`config.mk`:
```
export PLATFORM = sky130hd
export DESIGN_NAME = uart_tx_fifo
export DESIGN_NICKNAME = d
export VERILOG_FILES = /design/src/rtl/uart_tx_fifo.sv
export SDC_FILE = /design/constraint.sdc
export NUM_CORES = 1
export LEC_CHECK = 0
export BUFFER_PORTS_ARGS = -buffer_cell sky130_fd_sc_hd__buf_2
export CORE_MARGIN = 10
export CORE_UTILIZATION = 30
export DETAILED_ROUTE_END_ITERATION = 8
export GPL_TIMING_DRIVEN = 1
export HOLD_SLACK_MARGIN = 0.05
export PLACE_DENSITY_LB_ADDON = 0.1
export SETUP_SLACK_MARGIN = 0.02
export SLEW_MARGIN = 10
export SYNTH_ARGS = -nofsm -noshare
export SYNTH_HDL_FRONTEND = slang
export SYNTH_SLANG_ARGS = --single-unit
```
`constraint.sdc`:
```
create_clock -name sys_clk -period 8.35 [get_ports sys_clk]
set_input_delay 0.4175 -clock sys_clk [delete_from_list [all_inputs] [get_ports sys_clk]]
set_output_delay 0.4175 -clock sys_clk [all_outputs]
set_load 0.01 [all_outputs]
```
`src/rtl/uart_tx_fifo.sv`:
```
// UART transmitter fed by a small FIFO with a valid/ready push port.
// Frames go out LSB first and back to back while words are queued.
module uart_tx_fifo #(
   parameter int unsigned CLK_FREQ   = 100_000_000,
   parameter int unsigned UART_BPS   = 115200,
   parameter int unsigned DATA_BITS  = 8,
   parameter int unsigned PARITY     = 0,
   parameter int unsigned STOP_BITS  = 1,
   parameter int unsigned FIFO_DEPTH = 16
) (
   input  logic                        sys_clk,
   input  logic                        sys_rst,
   input  logic [DATA_BITS-1:0]        s_data,
   input  logic                        s_valid,
   output logic                        s_ready,
   output logic                        tx,
   output logic                        tx_busy,
   output logic                        tx_done,
   output logic [$clog2(FIFO_DEPTH):0] fifo_level
);

   localparam int unsigned BAUD_CNT_MAX = CLK_FREQ / UART_BPS;
   localparam int unsigned BaudW = (BAUD_CNT_MAX > 2) ? $clog2(BAUD_CNT_MAX) : 1;
   localparam int unsigned BitW  = (DATA_BITS > 2) ? $clog2(DATA_BITS) : 1;
   localparam int unsigned LvlW  = $clog2(FIFO_DEPTH) + 1;
   localparam int unsigned PtrW  = (LvlW > 1) ? LvlW - 1 : 1;

   localparam logic [BaudW-1:0] BaudLast = BaudW'(BAUD_CNT_MAX - 1);
   localparam logic [BitW-1:0]  BitLast  = BitW'(DATA_BITS - 1);
   localparam logic [BitW-1:0]  StopLast = BitW'(STOP_BITS - 1);
   localparam logic [LvlW-1:0]  LvlFull  = LvlW'(FIFO_DEPTH);

   if (DATA_BITS < 5 || DATA_BITS > 9) begin : g_bad_data_bits
      $fatal(1, "uart_tx_fifo: DATA_BITS must be 5..9");
   end
   if (PARITY > 2) begin : g_bad_parity
      $fatal(1, "uart_tx_fifo: PARITY must be 0, 1 or 2");
   end
   if (STOP_BITS < 1 || STOP_BITS > 2) begin : g_bad_stop_bits
      $fatal(1, "uart_tx_fifo: STOP_BITS must be 1 or 2");
   end
   if (FIFO_DEPTH < 2 || (FIFO_DEPTH & (FIFO_DEPTH - 1)) != 0) begin : g_bad_depth
      $fatal(1, "uart_tx_fifo: FIFO_DEPTH must be a power of 2, >= 2");
   end
   if (BAUD_CNT_MAX < 2) begin : g_bad_baud
      $fatal(1, "uart_tx_fifo: CLK_FREQ/UART_BPS must be >= 2");
   end

   typedef enum logic [2:0] {StIdle, StStart, StData, StParity, StStop} state_e;

   state_e                 state_q, state_d;
   logic [BaudW-1:0]       baud_q, baud_d;
   logic [BitW-1:0]        bit_q, bit_d;
   logic [DATA_BITS-1:0]   shift_q, shift_d;
   logic                   par_q, par_d;
   logic                   tx_q, tx_d;
   logic                   done_q, done_d;
   logic [PtrW-1:0]        wr_ptr_q, wr_ptr_d;
   logic [PtrW-1:0]        rd_ptr_q, rd_ptr_d;
   logic [LvlW-1:0]        count_q, count_d;
   logic [DATA_BITS-1:0]   mem_q [FIFO_DEPTH];

   logic                   push, pop, load, baud_end;
   logic [DATA_BITS-1:0]   head;

   assign s_ready  = (count_q != LvlFull);
   assign push     = s_valid && s_ready;
   assign head     = mem_q[rd_ptr_q];
   assign baud_end = (baud_q == BaudLast);

   always_comb begin
      state_d = state_q;
      baud_d  = baud_q;
      bit_d   = bit_q;
      shift_d = shift_q;
      par_d   = par_q;
      tx_d    = tx_q;
      done_d  = 1'b0;
      load    = 1'b0;
      if (state_q != StIdle) begin
         baud_d = baud_end ? '0 : baud_q + BaudW'(1);
      end
      unique case (state_q)
         StIdle: begin
            tx_d = 1'b1;
            load = (count_q != '0);
         end
         StStart: begin
            if (baud_end) begin
               tx_d    = shift_q[0];
               shift_d = shift_q >> 1;
               bit_d   = '0;
               state_d = StData;
            end
         end
         StData: begin
            if (baud_end) begin
               if (bit_q == BitLast) begin
                  bit_d = '0;
                  if (PARITY != 0) begin
                     tx_d    = par_q;
                     state_d = StParity;
                  end else begin
                     tx_d    = 1'b1;
                     state_d = StStop;
                  end
               end else begin
                  tx_d    = shift_q[0];
                  shift_d = shift_q >> 1;
                  bit_d   = bit_q + BitW'(1);
               end
            end
         end
         StParity: begin
            if (baud_end) begin
               tx_d    = 1'b1;
               bit_d   = '0;
               state_d = StStop;
            end
         end
         StStop: begin
            if (baud_end) begin
               if (bit_q == StopLast) begin
                  done_d  = 1'b1;
                  bit_d   = '0;
                  state_d = StIdle;
                  // Next queued word starts on the same edge: no idle gap.
                  load    = (count_q != '0);
               end else begin
                  bit_d = bit_q + BitW'(1);
               end
            end
         end
         default: state_d = StIdle;
      endcase
      if (load) begin
         shift_d = head;
         par_d   = (PARITY == 2) ? ^head : ~^head;
         tx_d    = 1'b0;
         baud_d  = '0;
         state_d = StStart;
      end
   end

   assign pop = load;

   always_comb begin
      wr_ptr_d = push ? wr_ptr_q + PtrW'(1) : wr_ptr_q;
      rd_ptr_d = pop ? rd_ptr_q + PtrW'(1) : rd_ptr_q;
      count_d  = count_q;
      if (push && !pop) begin
         count_d = count_q + LvlW'(1);
      end else if (pop && !push) begin
         count_d = count_q - LvlW'(1);
      end
   end

   always_ff @(posedge sys_clk or posedge sys_rst) begin
      if (sys_rst) begin
         state_q  <= StIdle;
         baud_q   <= '0;
         bit_q    <= '0;
         shift_q  <= '0;
         par_q    <= 1'b0;
         tx_q     <= 1'b1;
         done_q   <= 1'b0;
         wr_ptr_q <= '0;
         rd_ptr_q <= '0;
         count_q  <= '0;
      end else begin
         state_q  <= state_d;
         baud_q   <= baud_d;
         bit_q    <= bit_d;
         shift_q  <= shift_d;
         par_q    <= par_d;
         tx_q     <= tx_d;
         done_q   <= done_d;
         wr_ptr_q <= wr_ptr_d;
         rd_ptr_q <= rd_ptr_d;
         count_q  <= count_d;
      end
   end

   // Storage needs no reset: the cleared count marks every entry empty.
   always_ff @(posedge sys_clk) begin
      if (push) begin
         mem_q[wr_ptr_q] <= s_data;
      end
   end

   assign tx         = tx_q;
   assign tx_busy    = (state_q != StIdle);
   assign tx_done    = done_q;
   assign fifo_level = count_q;

endmodule

```
# Word level (Yosys, flattened, before mapping)
# Memories as Yosys holds them, arrays and structs flattened.
# Cells that the tools add are included.
[totals]
register_bits = 39
ram_bits = 128
in_bits = 11
wordCells = 91
memories = 1
[classes]
add_sub_neg = 6
eq_ne = 18
mux = 38
n_reduce_logical = 19
[mem_list]
columns = ["name", "words", "width", "rd", "rd_ports_with_merged_regs", "wr", "line_no", "source"]
rows = [
  ["mem_q", 16, 8, 1, 0, 1, "61", "logic [DATA_BITS-1:0] mem_q [FIFO_DEPTH];"],
]
[ops]
columns = ["cell", "n"]
rows = [
  ["$mux 3", 12],
  ["$mux 8", 4],
  ["$mux 10", 3],
  ["$ne 3x3->1 const B", 7],
  ["$pmux 8 s2", 1],
  ["$pmux 3 s5", 1],
  ["$mux 1", 12],
  ["$reduce_and 4->1", 3],
  ["$add 10x1->10 const B", 1],
  ["$eq 10x10->1 const B", 1],
  ["$mux 5", 2],
  ["$reduce_bool 5->1", 2],
  ["$pmux 3 s3", 1],
  ["$reduce_bool 3->1", 3],
  ["$add 4x1->4 const B", 2],
  ["$reduce_and 7->1", 1],
  ["$eq 3x2->1 const B", 2],
  ["$eq 3x3->1 const B", 2],
  ["$logic_not 3->1", 2],
  ["$ne 2x2->1 const B", 3],
  ["$add 5x1->5 const B", 1],
  ["$ne 5x5->1 const B", 1],
  ["$sub 5x1->5 const B", 1],
  ["$pmux 1 s4", 1],
  ["8 further kinds", 12],
]

# Logic depth before layout (Yosys ltp)
[logic_depth]
word_depth = 7
ltp_mapped = 14
mapped_depth_nobuf = 14

# Least setup slack after synthesis
# OpenSTA, ideal clock, no wires.
[synth_path]
path_kind = "register -> register"
startpoint = "register baud_q[0]"
endpoint = "register count_q[4], in the netlist fifo_level[4]"
setup_time_ns = 0.080
arrival_time_ns = 2.890
slack_ns = 5.380
stages_incl_launch_ff = 14
n_path_buf = 0
path_cell_list = "dfrtp_1 > ha_1 > and4b_2 > nand4_1 > a21oi_2 > inv_1 > ha_1 > inv_1 > ha_1 > nor2b_1 > o21a_1 > or3_1 > a21oi_1 > xor2_1"
[synth_via]
elab_chain_len = 6
[synth_rtl]
columns = ["element", "line_no", "source"]
rows = [
  ["start: declaration", "52", "logic [BaudW-1:0] baud_q, baud_d;"],
  ["start signal: assignment", "172", "baud_q <= baud_d;"],
  ["$eq 10x10->1 (*)", "69", "assign baud_end = (baud_q == BaudLast);"],
  ["$mux 1 (*)", "122", "if (baud_end) begin"],
  ["$pmux 1 s2 (*)", "83", "unique case (state_q)"],
  ["$logic_not 1->1", "151", "if (push && !pop) begin"],
  ["$logic_and 1x1->1", "151", ""],
  ["$mux 5 or $reduce_bool 2->1 (tied branches)", "--", ""],
  ["end signal: assignment", "180", "count_q <= count_d;"],
  ["end: declaration", "60", "logic [LvlW-1:0] count_q, count_d;"],
]
# Every way passes the cells marked *; elsewhere a longest branch is shown, timed or not.
# A chain may end at the register's enable or synchronous reset.

# Final worst setup path
# Same ends and word-level chain as after synthesis.

==> impl_metrics.json <==
{
  "dieArea_sq_mm": 0.03018,
  "synth_cells": 437,
  "syn_nets": 463,
  "path_delay_family": "compound AO/OA/AOI/OAI gates",
  "fp.coreArea_sq_mm": 0.02333,
  "async_flop_share_pct": 23.35,
  "dp_slack_ns": 4.471,
  "grt_util_all_layers_pct": 10.17,
  "drtIter0Drc": 242,
  "rows": 56,
  "critPathLaunchType": "register",
  "setup_slack_ns": 4.453,
  "min_path_type": "primary input to asynchronous set/reset pin",
  "skew_ns": 0.01954,
  "ys_seq_area_share_pct": 68.00,
  "cts_num_sinks": 167,
  "cts_buffers": 17,
  "timing.final.hold_violations": 0,
  "slew_violations": 0,
  "fin_tns_setup_ns": 0,
  "num_vias": 3680,
  "synth_edf_count": 128,
  "critical_path_arrival_ns": 4.25,
  "ys_types": 51,
  "crit_path_frequent_cell": "ha_1",
  "cellPowerDensity_mw_per_mm2": 253.6,
  "finalSetupViolations": 0,
  "grt-ovfl-total": 0,
  "netlist_area_sq_mm": 0.007089,
  "tightest_slew_ns": 1.043,
  "vias_per_cell": 4.676,
  "max-slew-margin-rel_pct": 30.24,
  "dr.pass1.iters": 6,
  "p_leak_nw": 2.807,
  "drive_above_1_share_pct": 22.86,
  "synth_flop_cell": "edfxtp_1",
  "yosysWarningCount": 0,
  "ir_worst_vdd_uv": 100.8,
  "pin_count": 20,
  "worst_setup_path_end_kind": "register",
  "die_w_um": 173.7,
  "place.gp.congestion": 0.7428,
  "grt_pass1_vias": 3945,
  "initial_core_util_pct": 30.38,
  "n_fill_cell": 2214,
  "cts_resized": 0,
  "syn_avg_cell_area_sq_um": 16.22,
  "clk_latency_ns": 0.44,
  "clock.fmax_mhz": 256.6,
  "cts_tree": "built",
  "worst-path-buf-inv": 2,
  "wl_mm": 14.83,
  "antenna_found_initial": 0,
  "ys_seq_elements": 167,
  "cp_slowest_cell": "a21oi_2",
  "die_h_um": 173.7,
  "postCtsSetupRepairBufs": 0,
  "crit_path_max_incr_delay_ns": 0.73,
  "cp_max_fo": 18,
  "htree_levels": 4,
  "drv_cap": 0,
  "nets": 481,
  "crit_type": "register to register",
  "area_growth_pct": 14.05,
  "post-route-period-util_pct": 46.67,
  "rsz0062_at_grt": "false",
  "port-buffer-count": 19,
  "cts_root_buf": "clkbuf_16",
  "clk_pin_slew_worst_paths_ns": 0.08,
  "ant_nets": 0,
  "drc": 0,
  "cp.required_ns": 8.71,
  "status": "finished, final reports clean",
  "clock_path_buffers": 2,
  "grt_pass1_wl_mm": 23.50,
  "path_cells": "ha_1 > and4b_2 > nand4_1 > a21oi_2 > inv_1 > ha_1 > inv_1 > ha_1 > nor2b_1 > o21a_1 > or3_1 > a21oi_1 > xor2_1",
  "grt_max_degree": 40,
  "layout_min_cycle_time_ns": 3.897,
  "total_power_mw": 2.050,
  "holdBufCountCts": 0,
  "routedWlPerCell_um": 18.85,
  "hpwl_mm": 9.779,
  "antenna_cells": 0
}
-- worst reg2reg max path: stages, from the launching register on --
cell	delay, ns
dfrtp_1	0.39
ha_1	0.27
and4b_2	0.30
nand4_1	0.20
a21oi_2	0.73
inv_1	0.29
ha_1	0.32
inv_1	0.13
ha_1	0.25
nor2b_1	0.13
o21a_1	0.18
or3_1	0.31
a21oi_1	0.18
xor2_1	0.15
-- cell usage in the layout (no fill, tap or decap), types with 2 or more instances in the layout --
cell and count:
a21oi_1 14, a22oi_1 14, and2_1 3, and3_1 7, buf_2 19, buf_4 2
clkbuf_16 17, clkinv_4 2, clkinv_8 5, clkinvlp_4 2, dfrtp_1 36, dfrtp_2 2
edfxtp_1 128, ha_1 14, inv_1 12, inv_8 5, mux2_2 2, mux2i_1 5
mux4_2 32, nand2_1 26, nand2b_1 3, nand3_1 7, nand3b_1 2, nand4_1 3
nor2_1 27, nor2b_1 7, nor3_1 4, nor3_2 8, nor3b_2 2, nor4_1 4
o21ai_0 13, or3_1 5, xnor2_1 12, xor2_1 4
-- cells in the mapped netlist, types with 6 or more instances --
cell | n | share of area, %
mux4_2 | 32 | 10
nand3_1 | 7 | 0.49
dfrtp_1 | 38 | 13
nor2b_1 | 7 | 0.62
o21ai_0 | 13 | 0.92
xnor2_1 | 12 | 1.5
nor3_1 | 8 | 0.56
a22oi_1 | 14 | 1.5
clkbuf_1 | 6 | 0.32
ha_1 | 14 | 2.5
a21oi_1 | 14 | 0.99
edfxtp_1 | 128 | 54
and3_1 | 7 | 0.62
nand2_1 | 26 | 1.4
nor2_1 | 27 | 1.4
inv_1 | 12 | 0.64
-- final timing paths --
kind / from / endpoint / slack [ns] / depth (start not counted)
setup / recovery: baud_q[0] / fifo_level[4] / 4.45 / 13
hold / removal: sys_rst / wr_ptr_q[0] / 0.09 / 3
setup reg to reg: baud_q[0] / fifo_level[4] / 4.45 / 13
hold reg to reg: shift_q[7] / shift_q[7] / 0.52 / 2
max in group asynchronous: sys_rst / rd_ptr_q[0] / 7.85 / 3
min in group sys_clk: s_data[1] / mem_q[7][1] / 0.36 / 1
-- cells by family (layout without fill, tap and decap cells) --
family                     count (synthesis)  count (layout)  synth area share, %
xor gates and xnor gates                  16              16                1.977
muxes                                     39              39                11.19
AOI/OAI and AO/OA                         54              54                5.013
buffers and inverters                     34              65                2.612
adders and majority gates                 15              15                2.753
and+or+nand+nor                          112             112                8.454
DFF                                      167             167                68.00
-- sequential cells by signal, summed over array words and instances (netlist names) --
register,cells
tx_done,1
wr_ptr_q,4
state_q,3
rd_ptr_q,4
baud_q,10
fifo_level,5
tx,1
mem_q,128
shift_q,8
bit_q,3
-- layout make-up --
class	count	area [sq um]	share of cell area (%)
Multi-Input combinational cell	236	2103	26.01
Timing Repair Buffer	21	110.1	1.362
Sequential cell	167	4823	59.66
Inverter	12	45.04	0.5571
Clock buffer	17	425.4	5.262
Clock inverter	15	178.9	2.213
Tap cell	319	399.1	4.937
-- metal layers --
metal  global-route usage [%]  share of wire (%)
met5                        0                  0
met4                    3.527               0.82
met3                    2.287                2.2
met2                    16.85                 51
met1                    12.82                 46
-- where the power goes --
part	switching, mW	internal (mW)
combinational	0.143	0.0864
sequential	0.0513	0.983
clock	0.383	0.405
total	0.577	1.47
-- stage by stage --
step	area (sq um)	utilization, %	hold slack [ns]	instances
6_report	8085	34.65	0.08814	787
5_1_grt	8085	34.65	0.1332	787
4_1_cts	8085	34.65	0.1198	787
3_5_place_dp	7481	32.06	0.5141	755
3_3_place_gp	7481	32.06	0.5022	755
2_1_floorplan	7089	-	0.4809	437
No activity file was read; power rests on OpenSTA's default activity.
